[src/rtl/fetch_pkg.sv]
// Shared types and constants for the fetch sequencer.
// The FAULT state is only reachable when FETCH_MISALIGN_CHK_EN is defined.
package fetch_pkg;

    typedef enum logic [2:0] {
        IDLE    = 3'd0,
        REQ     = 3'd1,
        WAIT    = 3'd2,
        VALID   = 3'd3,
        DISCARD = 3'd4,
        FAULT   = 3'd5
    } fetch_state_e;

    localparam int unsigned PC_INCR = 4;

endpackage

[src/rtl/program_counter_reg.sv]
// Fetch PC register: loads pc_next_i unless held, resets to RESET_PC.
module program_counter_reg
    import fetch_pkg::*;
#(
    parameter int unsigned           PC_WIDTH = 32,
    parameter logic [PC_WIDTH-1:0]   RESET_PC = '0
) (
    input  logic                clk,
    input  logic                rst_n,
    input  logic                stall_i,
    input  logic [PC_WIDTH-1:0] pc_next_i,
    output logic [PC_WIDTH-1:0] pc_o
);

    logic [PC_WIDTH-1:0] pc_d;
    logic [PC_WIDTH-1:0] pc_q;

    always_comb begin
        pc_d = pc_q;
        if (!stall_i) begin
            pc_d = pc_next_i;
        end
    end

    always_ff @(posedge clk or negedge rst_n) begin
        if (!rst_n) begin
            pc_q <= RESET_PC;
        end else begin
            pc_q <= pc_d;
        end
    end

    assign pc_o = pc_q;

endmodule

[src/rtl/fetch_sequencer.sv]
// Fetch-stage controller: sequences the fetch PC over a req/gnt/rvalid imem port.
// Define FETCH_MISALIGN_CHK_EN to trap misaligned redirects into a sticky FAULT state.
module fetch_sequencer
    import fetch_pkg::*;
#(
    parameter int unsigned           PC_WIDTH = 32,
    parameter logic [PC_WIDTH-1:0]   RESET_PC = '0
) (
    input  logic                clk,
    input  logic                rst_n,
    input  logic                stall_i,
    input  logic                redirect_valid_i,
    input  logic [PC_WIDTH-1:0] redirect_pc_i,
    output logic                imem_req_o,
    output logic [PC_WIDTH-1:0] imem_addr_o,
    input  logic                imem_gnt_i,
    input  logic                imem_rvalid_i,
    input  logic [31:0]         imem_rdata_i,
    output logic                instr_valid_o,
    output logic [31:0]         instr_o,
    output logic [PC_WIDTH-1:0] instr_pc_o,
    output logic                fetch_fault_o
);

    fetch_state_e        state_q, state_d;
    logic                req_q, req_d;
    logic                valid_q, valid_d;
    logic                fault_q, fault_d;
    logic [31:0]         instr_q, instr_d;
    logic [PC_WIDTH-1:0] instr_pc_q, instr_pc_d;

    logic [PC_WIDTH-1:0] pc_q;
    logic [PC_WIDTH-1:0] pc_next;
    logic [PC_WIDTH-1:0] redirect_tgt;
    logic                misalign;
    logic                take_redirect;
    logic                advance;

`ifdef FETCH_MISALIGN_CHK_EN
    assign misalign = redirect_valid_i && (redirect_pc_i[1:0] != 2'b00);
`else
    assign misalign = 1'b0;
`endif

    assign redirect_tgt  = redirect_pc_i & ~PC_WIDTH'(3);
    assign take_redirect = redirect_valid_i && (state_q != FAULT) && !misalign;
    assign advance       = (state_q == VALID) && !stall_i && !redirect_valid_i;
    assign pc_next       = take_redirect ? redirect_tgt : pc_q + PC_WIDTH'(PC_INCR);

    program_counter_reg #(
        .PC_WIDTH (PC_WIDTH),
        .RESET_PC (RESET_PC)
    ) u_pc_reg (
        .clk       (clk),
        .rst_n     (rst_n),
        .stall_i   (!(advance || take_redirect)),
        .pc_next_i (pc_next),
        .pc_o      (pc_q)
    );

    always_comb begin
        state_d    = state_q;
        instr_d    = instr_q;
        instr_pc_d = instr_pc_q;
        fault_d    = fault_q;

        unique case (state_q)
            IDLE: state_d = REQ;
            REQ: begin
                if (imem_gnt_i) begin
                    // A granted request owes a response even if redirected away.
                    state_d = redirect_valid_i ? DISCARD : WAIT;
                end
            end
            WAIT: begin
                if (imem_rvalid_i) begin
                    if (redirect_valid_i) begin
                        state_d = REQ;
                    end else begin
                        instr_d    = imem_rdata_i;
                        instr_pc_d = pc_q;
                        state_d    = VALID;
                    end
                end else if (redirect_valid_i) begin
                    state_d = DISCARD;
                end
            end
            VALID: begin
                if (redirect_valid_i || !stall_i) begin
                    state_d = REQ;
                end
            end
            DISCARD: begin
                if (imem_rvalid_i) begin
                    state_d = REQ;
                end
            end
            FAULT:   state_d = FAULT;
            default: state_d = IDLE;
        endcase

        if (misalign && (state_q != FAULT)) begin
            state_d = FAULT;
            fault_d = 1'b1;
        end
    end

    assign req_d   = (state_d == REQ);
    assign valid_d = (state_d == VALID);

    always_ff @(posedge clk or negedge rst_n) begin
        if (!rst_n) begin
            state_q    <= IDLE;
            req_q      <= 1'b0;
            valid_q    <= 1'b0;
            fault_q    <= 1'b0;
            instr_q    <= '0;
            instr_pc_q <= '0;
        end else begin
            state_q    <= state_d;
            req_q      <= req_d;
            valid_q    <= valid_d;
            fault_q    <= fault_d;
            instr_q    <= instr_d;
            instr_pc_q <= instr_pc_d;
        end
    end

    assign imem_req_o    = req_q;
    assign imem_addr_o   = pc_q;
    assign instr_valid_o = valid_q;
    assign instr_o       = instr_q;
    assign instr_pc_o    = instr_pc_q;
    assign fetch_fault_o = fault_q;

endmodule
[config.mk]
export PLATFORM = sky130hd
export DESIGN_NAME = fetch_sequencer
export DESIGN_NICKNAME = d
export VERILOG_FILES = /design/src/rtl/fetch_pkg.sv /design/src/rtl/program_counter_reg.sv /design/src/rtl/fetch_sequencer.sv
export SDC_FILE = /design/constraint.sdc
export NUM_CORES = 1
export LEC_CHECK = 0
export CORE_ASPECT_RATIO = 0.8
export CORE_MARGIN = 2
export CORE_UTILIZATION = 46
export DETAILED_ROUTE_END_ITERATION = 12
export GPL_TIMING_DRIVEN = 0
export MAX_ROUTING_LAYER = met4
export PLACE_DENSITY = 0.81
export SETUP_SLACK_MARGIN = 0.5
export SYNTH_ARGS = -nofsm -noshare
export SYNTH_HDL_FRONTEND = slang
export SYNTH_HIERARCHICAL = 1
export SYNTH_SLANG_ARGS = --single-unit
[constraint.sdc]
create_clock -name clk -period 2.55 [get_ports clk]
set_input_delay 0.51 -clock clk [delete_from_list [all_inputs] [get_ports clk]]
set_output_delay 0.51 -clock clk [all_outputs]
set_load 0.05 [all_outputs]
==> run_summary.xml, run 1 <==
<?xml version="1.0" encoding="UTF-8"?>
<metrics>
  <group name="status">
    <metric name="run_status" unit="">completed</metric>
  </group>
  <group name="placement">
    <metric name="dp_slack" unit="ns">-0.370</metric>
    <metric name="finalWeightedCongestion" unit="">0.843</metric>
    <metric name="port_buffers" unit="">165</metric>
    <metric name="placedInstanceArea" unit="um^2">6890</metric>
    <metric name="dp_hpwl" unit="um">9500</metric>
  </group>
  <group name="sta">
    <metric name="worst-slew-pin-transition" unit="ns">0.690</metric>
    <metric name="whs" unit="ns">0.193</metric>
    <metric name="period_needed" unit="ns">2.06</metric>
    <metric name="final_critical_path_setup_slack" unit="ns">0.494</metric>
    <metric name="maxClockFrequency" unit="MHz">486</metric>
    <metric name="grt_setup_unrepaired" unit="">true</metric>
    <metric name="min_period_over_period" unit="">0.806</metric>
    <metric name="skew" unit="ns">0.00650</metric>
    <metric name="finalSetupViolations" unit="">0</metric>
    <metric name="hold_viol_final" unit="">0</metric>
    <metric name="timing.slew.headroom" unit="">0.540</metric>
    <metric name="drv_slew" unit="">0</metric>
  </group>
  <group name="die">
    <metric name="pin_count" unit="">169</metric>
    <metric name="die-width" unit="um">120</metric>
    <metric name="core-area" unit="um^2">10400</metric>
    <metric name="die_h" unit="um">96.9</metric>
    <metric name="floorplan.die_area" unit="um^2">11600</metric>
    <metric name="floorplan.initialDensity" unit="">0.479</metric>
    <metric name="fp-row-count" unit="">33</metric>
  </group>
  <group name="clock_tree">
    <metric name="worst_setup_hold_path_clk_slew" unit="ns">0.07</metric>
    <metric name="clock_tree.root_cell" unit="">sky130_fd_sc_hd__clkbuf_16</metric>
    <metric name="tritoncts" unit="">yes</metric>
    <metric name="cts.sinks" unit="">101</metric>
    <metric name="clk-insertion-delay-late" unit="ns">0.35</metric>
    <metric name="ctsHtreeMaxLevel" unit="">3</metric>
    <metric name="ctsLongestPathBuffers" unit="">2</metric>
    <metric name="cts_made_buffers" unit="">9</metric>
  </group>
  <group name="synthesis">
    <metric name="ys_top_cells_by_count" unit="">101 x sky130_fd_sc_hd__dfrtp_1, 64 x sky130_fd_sc_hd__mux2_2, 36 x sky130_fd_sc_hd__nor2_1</metric>
    <metric name="synth_cells" unit="">408</metric>
    <metric name="synth_enable_flop_cells" unit="">0</metric>
    <metric name="count_of_warnings_emitted_by_yosys" unit="">6</metric>
    <metric name="synth_most_common_cell" unit="">sky130_fd_sc_hd__dfrtp_1</metric>
    <metric name="synth_nets" unit="">479</metric>
    <metric name="post-synth-top-area-fraction" unit="">0.510</metric>
    <metric name="post-synth-top-area-cell" unit="">sky130_fd_sc_hd__dfrtp_1</metric>
    <metric name="yosysUniqueCellTypes" unit="">39</metric>
    <metric name="ys_ff_latch" unit="">101</metric>
    <metric name="syn_area_per_cell" unit="um^2">12.2</metric>
    <metric name="synth_top_cells_by_area" unit="">sky130_fd_sc_hd__dfrtp_1 51%, sky130_fd_sc_hd__mux2_2 15%, sky130_fd_sc_hd__mux2_4 9.1%</metric>
    <metric name="synthFlopType" unit="">sky130_fd_sc_hd__dfrtp_1</metric>
    <metric name="synth-seq-area-share" unit="">0.510</metric>
    <metric name="synth-async-reset-ratio" unit="">1.00</metric>
    <metric name="synthesis.area" unit="um^2">4960</metric>
  </group>
  <group name="final_layout">
    <metric name="design_area" unit="um^2">7530</metric>
    <metric name="final_core_util" unit="">0.727</metric>
    <metric name="final_layout_size_suffix_gt1_frac" unit="">0.318</metric>
    <metric name="count_of_antenna_diodes_in_the_layout" unit="">0</metric>
    <metric name="layout-area-overhead-vs-synth" unit="%">51.8</metric>
    <metric name="final_nets" unit="">683</metric>
  </group>
  <group name="setup_path">
    <metric name="worstPathRequired" unit="ns">2.84</metric>
    <metric name="element_type_at_the_critical_path_start" unit="">flip-flop</metric>
    <metric name="critical_path_peak_fanout" unit="">8</metric>
    <metric name="crit_arrival" unit="ns">2.34</metric>
    <metric name="end_kind" unit="">flip-flop</metric>
    <metric name="worst-setup-path-type" unit="">flip-flop to flip-flop</metric>
  </group>
  <group name="power_and_ir_drop">
    <metric name="share_of_power_burned_in_combinational_logic" unit="">0.544</metric>
    <metric name="fin_total_pwr" unit="mW">8.42</metric>
    <metric name="seqPwrFrac" unit="">0.298</metric>
    <metric name="vdd_ir_drop_max" unit="mV">0.903</metric>
    <metric name="leakage" unit="nW">4.04</metric>
    <metric name="sw_frac_of_total" unit="">0.448</metric>
    <metric name="p_sw" unit="mW">3.77</metric>
    <metric name="clkPwrFrac" unit="">0.158</metric>
    <metric name="internal_power" unit="mW">4.65</metric>
    <metric name="cellPowerDensity" unit="nW/um^2">1120</metric>
  </group>
  <group name="detailed_routing">
    <metric name="drtAntennaViolNets" unit="">0</metric>
    <metric name="via_count" unit="">4064</metric>
    <metric name="avgRoutedWirePerCell" unit="um">18.2</metric>
    <metric name="drtPass1Iterations" unit="">4</metric>
    <metric name="drt-initial-drc-count" unit="">233</metric>
    <metric name="post_drt_via_cell_ratio" unit="">5.37</metric>
    <metric name="detail_route.drc_violations" unit="">0</metric>
    <metric name="routed_wirelength" unit="um">13700</metric>
  </group>
  <group name="job">
    <metric name="cap_violations" unit="">0</metric>
  </group>
  <group name="worst_hold_path">
    <metric name="timing.hold.worst.class" unit="">input pin to asynchronous set/reset pin</metric>
  </group>
  <group name="global_routing">
    <metric name="grt_start_max_net_pins" unit="">53</metric>
    <metric name="number_of_global_route_vias_before_repair" unit="">4052</metric>
    <metric name="grt_pass1_wl" unit="um">21200</metric>
    <metric name="grt.overflow.total" unit="">0</metric>
    <metric name="number_of_antenna_violations_at_the_first_check_in_global_routing" unit="">0</metric>
    <metric name="grt_usage" unit="">0.239</metric>
  </group>
</metrics>
routing by layer:
metal | track usage | vias to the layer above | wire, um
met5 | - | - | 0
met4 | 0.0471 | 0 | 121
met3 | 0.0590 | 8 | 981
met2 | 0.377 | 179 | 6590
met1 | 0.316 | 1979 | 6050
li1 | - | 1898 | -
logic make-up after synthesis:
kind of cell,count (synthesis),share of synthesized area
fa+ha+maj,1,0.00252
compound gates,53,0.0641
simple gates,112,0.123
buf+inv,32,0.0391
other cells,1,0.000756
flops,101,0.510
xor+xnor,14,0.0247
mux,94,0.236
cells in the final DEF, fill, tap and decap left out, types with 3 or more instances in the layout:
cell                              netlist  routed
sky130_fd_sc_hd__and2_1                 3       3
sky130_fd_sc_hd__nand2_1               13      13
sky130_fd_sc_hd__clkdlybuf4s50_1        0      94
sky130_fd_sc_hd__and4_1                 4       3
sky130_fd_sc_hd__or4_1                 10       8
sky130_fd_sc_hd__a21oi_1               18      18
sky130_fd_sc_hd__mux2_4                30      31
sky130_fd_sc_hd__nand3_1               12      10
sky130_fd_sc_hd__o21ai_0                7       7
sky130_fd_sc_hd__clkinv_4               0       4
sky130_fd_sc_hd__buf_4                  1      30
sky130_fd_sc_hd__dfrtp_2                0      19
sky130_fd_sc_hd__nor2_1                36      36
sky130_fd_sc_hd__dlymetal6s2s_1         0      36
sky130_fd_sc_hd__xnor2_1                5       5
sky130_fd_sc_hd__or3_1                  3       3
sky130_fd_sc_hd__inv_1                  6       6
sky130_fd_sc_hd__o31ai_1                9       5
sky130_fd_sc_hd__dfrtp_1              101      81
sky130_fd_sc_hd__dlygate4sd2_1          0      34
sky130_fd_sc_hd__buf_12                 3       3
sky130_fd_sc_hd__a31oi_1               15      14
sky130_fd_sc_hd__xor2_1                 9       9
sky130_fd_sc_hd__clkbuf_16              0       9
sky130_fd_sc_hd__mux2_2                64      63
sky130_fd_sc_hd__buf_2                  5       6
sky130_fd_sc_hd__clkbuf_2               0       5
sky130_fd_sc_hd__and3_1                 6       6
sky130_fd_sc_hd__buf_1                  4       3
sky130_fd_sc_hd__nand4_1               10      10
repair_timing:
item,4_1_cts,5_1_grt
gates cloned,0,1
buffers inserted,12,14
pin swaps,2,6
gates resized for setup,43,58
endpoints found under the setup margin,114,103
hold buffers,0,0
layout make-up:
type / count / area, um^2
inverters: 6 / 22.5
fillers: 680 / 2830
multi-input cells: 275 / 2360
clock inverters: 6 / 55.1
flip-flops and latches: 101 / 2550
plain buffers: 26 / 203
repair buffers: 193 / 1920
clock buffers: 10 / 239
well taps: 140 / 175
power groups by stage:
stage | clock network (mW) | logic (mW) | registers, mW
2_1_floorplan | 0 | 1.75 | 3.74
3_3_place_gp | 0 | 4.13 | 2.59
3_5_place_dp | 0 | 4.23 | 2.63
4_1_cts | 1.36 | 4.31 | 2.51
5_1_grt | 1.44 | 4.82 | 2.57
6_report | 1.33 | 4.59 | 2.51
path summary, 6_finish.rpt:
check                                       from           endpoint  slack [ns]  cells past startpoint
worst min register to register    instr_pc_o[20]     instr_pc_o[20]        0.49                      2
worst max-delay path            u_pc_reg/pc_o[3]  u_pc_reg/pc_o[24]        0.49                      7
min in group clk                  instr_pc_o[20]     instr_pc_o[20]        0.49                      2
max in group asynchronous                  rst_n         instr_o[4]        1.68                      2
worst max register to register  u_pc_reg/pc_o[3]  u_pc_reg/pc_o[24]        0.49                      7
worst min-delay path                       rst_n  u_pc_reg/pc_o[17]        0.19                      1
worst max-delay path, cell delays in order (launching register included):
cell	delay, ns
sky130_fd_sc_hd__dfrtp_2	0.44
sky130_fd_sc_hd__ha_4	0.18
sky130_fd_sc_hd__and3_1	0.17
sky130_fd_sc_hd__buf_4	0.16
sky130_fd_sc_hd__nand3_4	0.11
sky130_fd_sc_hd__or4_1	0.54
sky130_fd_sc_hd__a31oi_1	0.22
sky130_fd_sc_hd__mux2_4	0.17
registers in the layout, indices dropped and copies added, names as in the netlist:
| signal | flops |
|---|---|
| imem_req_o | 1 |
| u_pc_reg/pc_o | 32 |
| state_q | 3 |
| instr_o | 32 |
| instr_valid_o | 1 |
| instr_pc_o | 32 |
metrics by stage:
| stage | cells | setup TNS [ns] |
|---|---|---|
| after floorplan | 408 | 0 |
| after global placement | 713 | -292.20 |
| after detailed placement | 714 | -7.10 |
| after CTS | 742 | 0 |
| after global routing | 757 | 0 |
| final | 757 | 0 |
Note: power is estimated with default switching activity, not from simulation.
==> inputs of run 2 (changes only) <==
- CORE_UTILIZATION: 46 -> 42
- PLACE_DENSITY: 0.81 -> 0.78
- clock period: 2.55 -> 1.65 ns (I/O delays scaled with it)
==> run 2 against run 1 <==
Compared with the run above:
- the flow now finishes with violations (setup timing)
- count of clock-buffer cells in the layout is 1 lower
- register-to-register slack worse by 0.92 ns
- combinational power is 110% higher
- die area is 9.2% higher
- sequential share of layout area is 6.2 points lower
- largest cell class is now non-clock buffers
- highest routed layer unchanged
==> run_summary.xml, run 2 (synthesis results as in run 1) <==
<?xml version="1.0" encoding="UTF-8"?>
<metrics>
  <group name="status">
    <metric name="run_status" unit="">finished, violations left</metric>
    <metric name="failing_checks" unit="">setup timing</metric>
  </group>
  <group name="setup_path">
    <metric name="worst_path_max_delay_cell" unit="">sky130_fd_sc_hd__or4_4</metric>
    <metric name="critical_path_peak_fanout" unit="">7</metric>
    <metric name="cpPeakStageDelay" unit="ns">0.58</metric>
    <metric name="worst-setup-path-type" unit="">flip-flop to flip-flop</metric>
    <metric name="worstPathRequired" unit="ns">1.95</metric>
    <metric name="crit_arrival" unit="ns">2.37</metric>
    <metric name="path_cells" unit="">nand3_1, or4_4, or4_1, a31oi_1, mux2_4</metric>
    <metric name="element_type_at_the_critical_path_start" unit="">flip-flop</metric>
    <metric name="r2r_cells" unit="">5</metric>
    <metric name="worst_r2r_startpoint" unit="">u_pc_reg/pc_o[11]</metric>
    <metric name="cpLargestDelayFamily" unit="">simple AND/OR/NAND/NOR gates</metric>
    <metric name="end_kind" unit="">flip-flop</metric>
    <metric name="cp_num_buf_inv" unit="">0</metric>
    <metric name="timing.rr.end" unit="">u_pc_reg/pc_o[29]</metric>
    <metric name="timing.reg2reg.setup_slack" unit="ns">-0.42</metric>
  </group>
  <group name="worst_hold_path">
    <metric name="timing.hold.worst.class" unit="">input pin to asynchronous set/reset pin</metric>
  </group>
  <group name="clock_tree">
    <metric name="tritoncts" unit="">yes</metric>
    <metric name="cts_hold_repair.buffers" unit="">0</metric>
    <metric name="clk-insertion-delay-late" unit="ns">0.35</metric>
    <metric name="ctsLongestPathBuffers" unit="">2</metric>
    <metric name="clock_tree.root_cell" unit="">sky130_fd_sc_hd__clkbuf_16</metric>
    <metric name="cts.sinks" unit="">101</metric>
    <metric name="ctsHtreeMaxLevel" unit="">3</metric>
    <metric name="worst_setup_hold_path_clk_slew" unit="ns">0.08</metric>
    <metric name="cts_made_buffers" unit="">9</metric>
  </group>
  <group name="power_and_ir_drop">
    <metric name="p_sw" unit="mW">6.74</metric>
    <metric name="internal_power" unit="mW">9.01</metric>
    <metric name="clkPwrFrac" unit="">0.133</metric>
    <metric name="cellPowerDensity" unit="nW/um^2">1700</metric>
    <metric name="leakage" unit="nW">4.51</metric>
    <metric name="share_of_power_burned_in_combinational_logic" unit="">0.613</metric>
    <metric name="vdd_ir_drop_max" unit="mV">1.40</metric>
    <metric name="seqPwrFrac" unit="">0.254</metric>
    <metric name="sw_frac_of_total" unit="">0.428</metric>
  </group>
  <group name="sta">
    <metric name="final_critical_path_setup_slack" unit="ns">-0.423</metric>
    <metric name="min_period_over_period" unit="">1.26</metric>
    <metric name="drv_slew" unit="">0</metric>
    <metric name="timing.slew.headroom" unit="">0.496</metric>
    <metric name="finalSetupViolations" unit="">57</metric>
    <metric name="setup-tns-final" unit="ns">-7.55</metric>
    <metric name="hold_viol_final" unit="">0</metric>
    <metric name="worst-slew-pin-transition" unit="ns">0.756</metric>
    <metric name="period_needed" unit="ns">2.07</metric>
    <metric name="maxClockFrequency" unit="MHz">482</metric>
    <metric name="skew" unit="ns">0.00782</metric>
    <metric name="grt_setup_unrepaired" unit="">true</metric>
  </group>
  <group name="global_routing">
    <metric name="grt_usage" unit="">0.252</metric>
    <metric name="number_of_global_route_vias_before_repair" unit="">4465</metric>
    <metric name="grt_start_max_net_pins" unit="">58</metric>
    <metric name="grt_pass1_wl" unit="um">24300</metric>
    <metric name="number_of_antenna_violations_at_the_first_check_in_global_routing" unit="">0</metric>
    <metric name="grt.overflow.total" unit="">0</metric>
  </group>
  <group name="final_layout">
    <metric name="final_layout_size_suffix_gt1_frac" unit="">0.601</metric>
    <metric name="final_core_util" unit="">0.802</metric>
    <metric name="most_common_cell_after_layout_fill_and_taps_aside" unit="">sky130_fd_sc_hd__buf_6</metric>
    <metric name="final_nets" unit="">783</metric>
    <metric name="commonest_cells_after_routing_fill_and_taps_aside" unit="">116 x sky130_fd_sc_hd__buf_6, 84 x sky130_fd_sc_hd__buf_4, 78 x sky130_fd_sc_hd__mux2_4</metric>
    <metric name="count_of_antenna_diodes_in_the_layout" unit="">0</metric>
    <metric name="layout-area-overhead-vs-synth" unit="%">86.3</metric>
  </group>
  <group name="job">
    <metric name="cap_violations" unit="">0</metric>
  </group>
  <group name="placement">
    <metric name="port_buffers" unit="">165</metric>
    <metric name="finalWeightedCongestion" unit="">0.812</metric>
    <metric name="dp_hpwl" unit="um">9470</metric>
  </group>
  <group name="die">
    <metric name="core-area" unit="um^2">11500</metric>
    <metric name="fp-row-count" unit="">35</metric>
    <metric name="die-width" unit="um">125</metric>
    <metric name="floorplan.initialDensity" unit="">0.431</metric>
    <metric name="pin_count" unit="">169</metric>
    <metric name="floorplan.die_area" unit="um^2">12700</metric>
    <metric name="die_h" unit="um">101</metric>
  </group>
  <group name="detailed_routing">
    <metric name="via_count" unit="">4629</metric>
    <metric name="post_drt_via_cell_ratio" unit="">5.35</metric>
    <metric name="drtAntennaViolNets" unit="">0</metric>
    <metric name="avgRoutedWirePerCell" unit="um">20.0</metric>
    <metric name="routed_wirelength" unit="um">17300</metric>
    <metric name="drtPass1Iterations" unit="">5</metric>
    <metric name="drt-initial-drc-count" unit="">214</metric>
    <metric name="detail_route.drc_violations" unit="">0</metric>
  </group>
</metrics>
## run 2: what timing repair did
item | in CTS | in global routing
gates cloned | 8 | 0
resized for setup | 760 | 100
pin swaps | 31 | 37
buffers inserted | 66 | 53
endpoints found under the setup margin | 199 | 199
## run 2: how the worst max path moves through the flow
| stage | start | depth (start not counted) | slack [ns] | to |
|---|---|---|---|---|
| floorplan | u_pc_reg/pc_o[17] | 6 | -0.44 | u_pc_reg/pc_o[27] |
| global placement | rst_n | 1 | -4.21 | u_pc_reg/pc_o[16] |
| detailed placement | redirect_valid_i | 6 | -0.54 | u_pc_reg/pc_o[31] |
| CTS | u_pc_reg/pc_o[2] | 6 | -0.37 | u_pc_reg/pc_o[29] |
| global route | u_pc_reg/pc_o[11] | 5 | -0.48 | u_pc_reg/pc_o[29] |
| finish | u_pc_reg/pc_o[11] | 5 | -0.42 | u_pc_reg/pc_o[29] |
## run 2: layout make-up
type / instances / area (um^2)
clock buffers: 9 / 225
inverters: 6 / 22.5
well taps: 148 / 185
repair buffers: 293 / 3140
flip-flops and latches: 101 / 2560
plain buffers: 26 / 358
clock inverters: 7 / 61.3
fillers: 623 / 2280
multi-input cells: 275 / 2680
## run 2: metrics by stage
| step | worst slack [ns] | power (mW) | hold WS, ns | instance area (um^2) | instances |
|---|---|---|---|---|---|
| floorplan | -0.440 | 8.62 | 0.0344 | 5170 | 408 |
| CTS | -0.374 | 14.2 | 0.0647 | 8460 | 812 |
| global route | -0.482 | 16.4 | 0.0917 | 9240 | 865 |
| global placement | -4.21 | 10.6 | 0.465 | 7010 | 721 |
| finish | -0.423 | 15.8 | 0.0422 | 9240 | 865 |
| detailed placement | -0.544 | 10.8 | 0.441 | 7030 | 722 |
## run 2: power groups by stage
stage / Sequential (mW) / Combinational, mW / Clock, mW
6_report: 4.00 / 9.65 / 2.10
4_1_cts: 3.94 / 8.15 / 2.12
3_3_place_gp: 4.01 / 6.55 / 0
3_5_place_dp: 4.07 / 6.69 / 0
2_1_floorplan: 5.79 / 2.83 / 0
5_1_grt: 4.07 / 10.1 / 2.24
## run 2: layer usage
layer	GRT usage	routed length, um	up-vias
met5	-	0	-
met1	0.329	7460	2296
met3	0.0470	1080	25
met2	0.400	8440	213
li1	-	-	2095
met4	0.0821	301	0
==> inputs of run 3 (changes only) <==
- MAX_ROUTING_LAYER: met4 -> not set
==> run 3 against run 2 <==
Compared with the run above:
- first-iteration DRC count up 16%
- the flow still finishes with violations (setup timing)
- global-route usage down 0.79 points
- cell count fell by 0.12%
- largest power group unchanged
- highest routed layer unchanged
- critical endpoint unchanged
==> run_summary.xml, run 3 (synthesis results as in run 1) <==
<?xml version="1.0" encoding="UTF-8"?>
<metrics>
  <group name="final_layout">
    <metric name="final_core_util" unit="">0.801</metric>
    <metric name="commonest_cells_after_routing_fill_and_taps_aside" unit="">114 x sky130_fd_sc_hd__buf_6, 83 x sky130_fd_sc_hd__buf_4, 79 x sky130_fd_sc_hd__mux2_4, 79 x sky130_fd_sc_hd__dfrtp_1, 64 x sky130_fd_sc_hd__clkdlybuf4s50_1</metric>
    <metric name="final_nets" unit="">782</metric>
    <metric name="layout-area-overhead-vs-synth" unit="%">85.9</metric>
    <metric name="most_common_cell_after_layout_fill_and_taps_aside" unit="">sky130_fd_sc_hd__buf_6</metric>
    <metric name="final_layout_size_suffix_gt1_frac" unit="">0.598</metric>
    <metric name="count_of_antenna_diodes_in_the_layout" unit="">0</metric>
  </group>
  <group name="job">
    <metric name="cap_violations" unit="">0</metric>
  </group>
  <group name="clock_tree">
    <metric name="worst_setup_hold_path_clk_slew" unit="ns">0.08</metric>
    <metric name="cts_hold_repair.buffers" unit="">0</metric>
    <metric name="clock_tree.root_cell" unit="">sky130_fd_sc_hd__clkbuf_16</metric>
    <metric name="cts_made_buffers" unit="">9</metric>
    <metric name="ctsHtreeMaxLevel" unit="">3</metric>
    <metric name="clk-insertion-delay-late" unit="ns">0.35</metric>
    <metric name="tritoncts" unit="">yes</metric>
    <metric name="ctsLongestPathBuffers" unit="">2</metric>
    <metric name="cts.sinks" unit="">101</metric>
  </group>
  <group name="status">
    <metric name="failing_checks" unit="">setup timing</metric>
    <metric name="run_status" unit="">finished, violations left</metric>
  </group>
  <group name="power_and_ir_drop">
    <metric name="vdd_ir_drop_max" unit="mV">1.35</metric>
    <metric name="leakage" unit="nW">4.51</metric>
    <metric name="cellPowerDensity" unit="nW/um^2">1700</metric>
  </group>
  <group name="sta">
    <metric name="min_period_over_period" unit="">1.23</metric>
    <metric name="final_critical_path_setup_slack" unit="ns">-0.377</metric>
    <metric name="finalSetupViolations" unit="">57</metric>
    <metric name="timing.slew.headroom" unit="">0.495</metric>
    <metric name="skew" unit="ns">0.00858</metric>
    <metric name="hold_viol_final" unit="">0</metric>
    <metric name="whs" unit="ns">0.0435</metric>
    <metric name="worst-slew-pin-transition" unit="ns">0.758</metric>
    <metric name="period_needed" unit="ns">2.03</metric>
    <metric name="grt_setup_unrepaired" unit="">true</metric>
    <metric name="maxClockFrequency" unit="MHz">493</metric>
    <metric name="drv_slew" unit="">0</metric>
  </group>
  <group name="global_routing">
    <metric name="number_of_global_route_vias_before_repair" unit="">4472</metric>
    <metric name="grt_start_max_net_pins" unit="">58</metric>
    <metric name="number_of_antenna_violations_at_the_first_check_in_global_routing" unit="">0</metric>
    <metric name="grt.overflow.total" unit="">0</metric>
    <metric name="grt_pass1_wl" unit="um">24300</metric>
    <metric name="grt_usage" unit="">0.244</metric>
  </group>
  <group name="placement">
    <metric name="dp_hpwl" unit="um">9470</metric>
    <metric name="finalWeightedCongestion" unit="">0.800</metric>
    <metric name="port_buffers" unit="">165</metric>
  </group>
  <group name="setup_path">
    <metric name="end_kind" unit="">flip-flop</metric>
    <metric name="crit_arrival" unit="ns">2.32</metric>
    <metric name="critical_path_peak_fanout" unit="">7</metric>
    <metric name="critPathLaunch" unit="">u_pc_reg/pc_o[11]</metric>
    <metric name="worst_r2r_startpoint" unit="">u_pc_reg/pc_o[11]</metric>
    <metric name="worst-setup-path-type" unit="">flip-flop to flip-flop</metric>
    <metric name="timing.rr.end" unit="">u_pc_reg/pc_o[29]</metric>
    <metric name="worstPathRequired" unit="ns">1.94</metric>
    <metric name="timing.reg2reg.setup_slack" unit="ns">-0.38</metric>
    <metric name="r2r_cells" unit="">5</metric>
    <metric name="element_type_at_the_critical_path_start" unit="">flip-flop</metric>
    <metric name="critPathCapture" unit="">u_pc_reg/pc_o[29]</metric>
  </group>
  <group name="detailed_routing">
    <metric name="avgRoutedWirePerCell" unit="um">20.0</metric>
    <metric name="drtPass1Iterations" unit="">4</metric>
    <metric name="via_count" unit="">4579</metric>
    <metric name="drtAntennaViolNets" unit="">0</metric>
    <metric name="drt-initial-drc-count" unit="">248</metric>
    <metric name="post_drt_via_cell_ratio" unit="">5.30</metric>
    <metric name="detail_route.drc_violations" unit="">0</metric>
    <metric name="routed_wirelength" unit="um">17300</metric>
  </group>
  <group name="die">
    <metric name="die_h" unit="um">101</metric>
    <metric name="floorplan.die_area" unit="um^2">12700</metric>
    <metric name="core-area" unit="um^2">11500</metric>
    <metric name="fp-row-count" unit="">35</metric>
    <metric name="pin_count" unit="">169</metric>
    <metric name="floorplan.initialDensity" unit="">0.431</metric>
    <metric name="die-width" unit="um">125</metric>
  </group>
  <group name="worst_hold_path">
    <metric name="timing.hold.worst.class" unit="">input pin to asynchronous set/reset pin</metric>
  </group>
</metrics>
run 3: through the flow:
stage / area (um^2) / setup TNS, ns / setup slack [ns] / instances / power [mW]
5_1_grt: 9220 / -10.50 / -0.433 / 864 / 16.3
4_1_cts: 8460 / -5.96 / -0.374 / 812 / 14.2
3_5_place_dp: 7030 / -39.22 / -0.544 / 722 / 10.8
3_3_place_gp: 7010 / -399.07 / -4.21 / 721 / 10.6
6_report: 9220 / -7.37 / -0.377 / 864 / 15.7
2_1_floorplan: 5170 / -5.36 / -0.440 / 408 / 8.62
run 3: final cells by class:
class | instances | area (um^2)
buffer | 26 | 358
sequential | 101 | 2560
inverter | 6 | 22.5
timing repair buffer | 292 | 3120
tap | 148 | 185
clock buffer | 9 | 225
fill | 621 | 2300
clock inverter | 7 | 61.3
multi-input combinational | 275 | 2690
run 3: how the worst min path moves through the flow:
stage / start / endpoint / slack [ns]
2_1_floorplan: rst_n / imem_req_o / 0.03
3_3_place_gp: instr_pc_o[22] / instr_pc_o[22] / 0.47
3_5_place_dp: rst_n / instr_pc_o[14] / 0.44
4_1_cts: rst_n / instr_pc_o[14] / 0.06
5_1_grt: rst_n / instr_pc_o[14] / 0.09
6_report: rst_n / instr_pc_o[14] / 0.04
run 3: timing repair:
action                                  CTS  global route
resized for setup                       760            94
buffers inserted                         66            51
cloned                                    8             1
endpoints found under the setup margin  199           199
pin swaps                                31            35
run 3: critical path, cell delays in order (launching register included):
cell and delay, ns:
sky130_fd_sc_hd__dfrtp_2 0.44, sky130_fd_sc_hd__nand3_1 0.19, sky130_fd_sc_hd__or4_4 0.57, sky130_fd_sc_hd__or4_1 0.42, sky130_fd_sc_hd__a31oi_1 0.17, sky130_fd_sc_hd__mux2_4 0.17
run 3: routing by layer:
| layer | routed length (um) | global-route usage |
|---|---|---|
| met1 | 7360 | 0.324 |
| met2 | 8440 | 0.400 |
| met3 | 1150 | 0.0544 |
| met4 | 349 | 0.0821 |
| met5 | 0 | 0 |
run 3: power by group:
group / total (mW) / switching (mW) / leakage, nW / internal, mW
Sequential: 4.01 / 0.880 / 1.29 / 3.13
Combinational: 9.60 / 4.83 / 3.07 / 4.77
Clock: 2.09 / 1.03 / 0.141 / 1.06
Total: 15.7 / 6.74 / 4.51 / 8.96
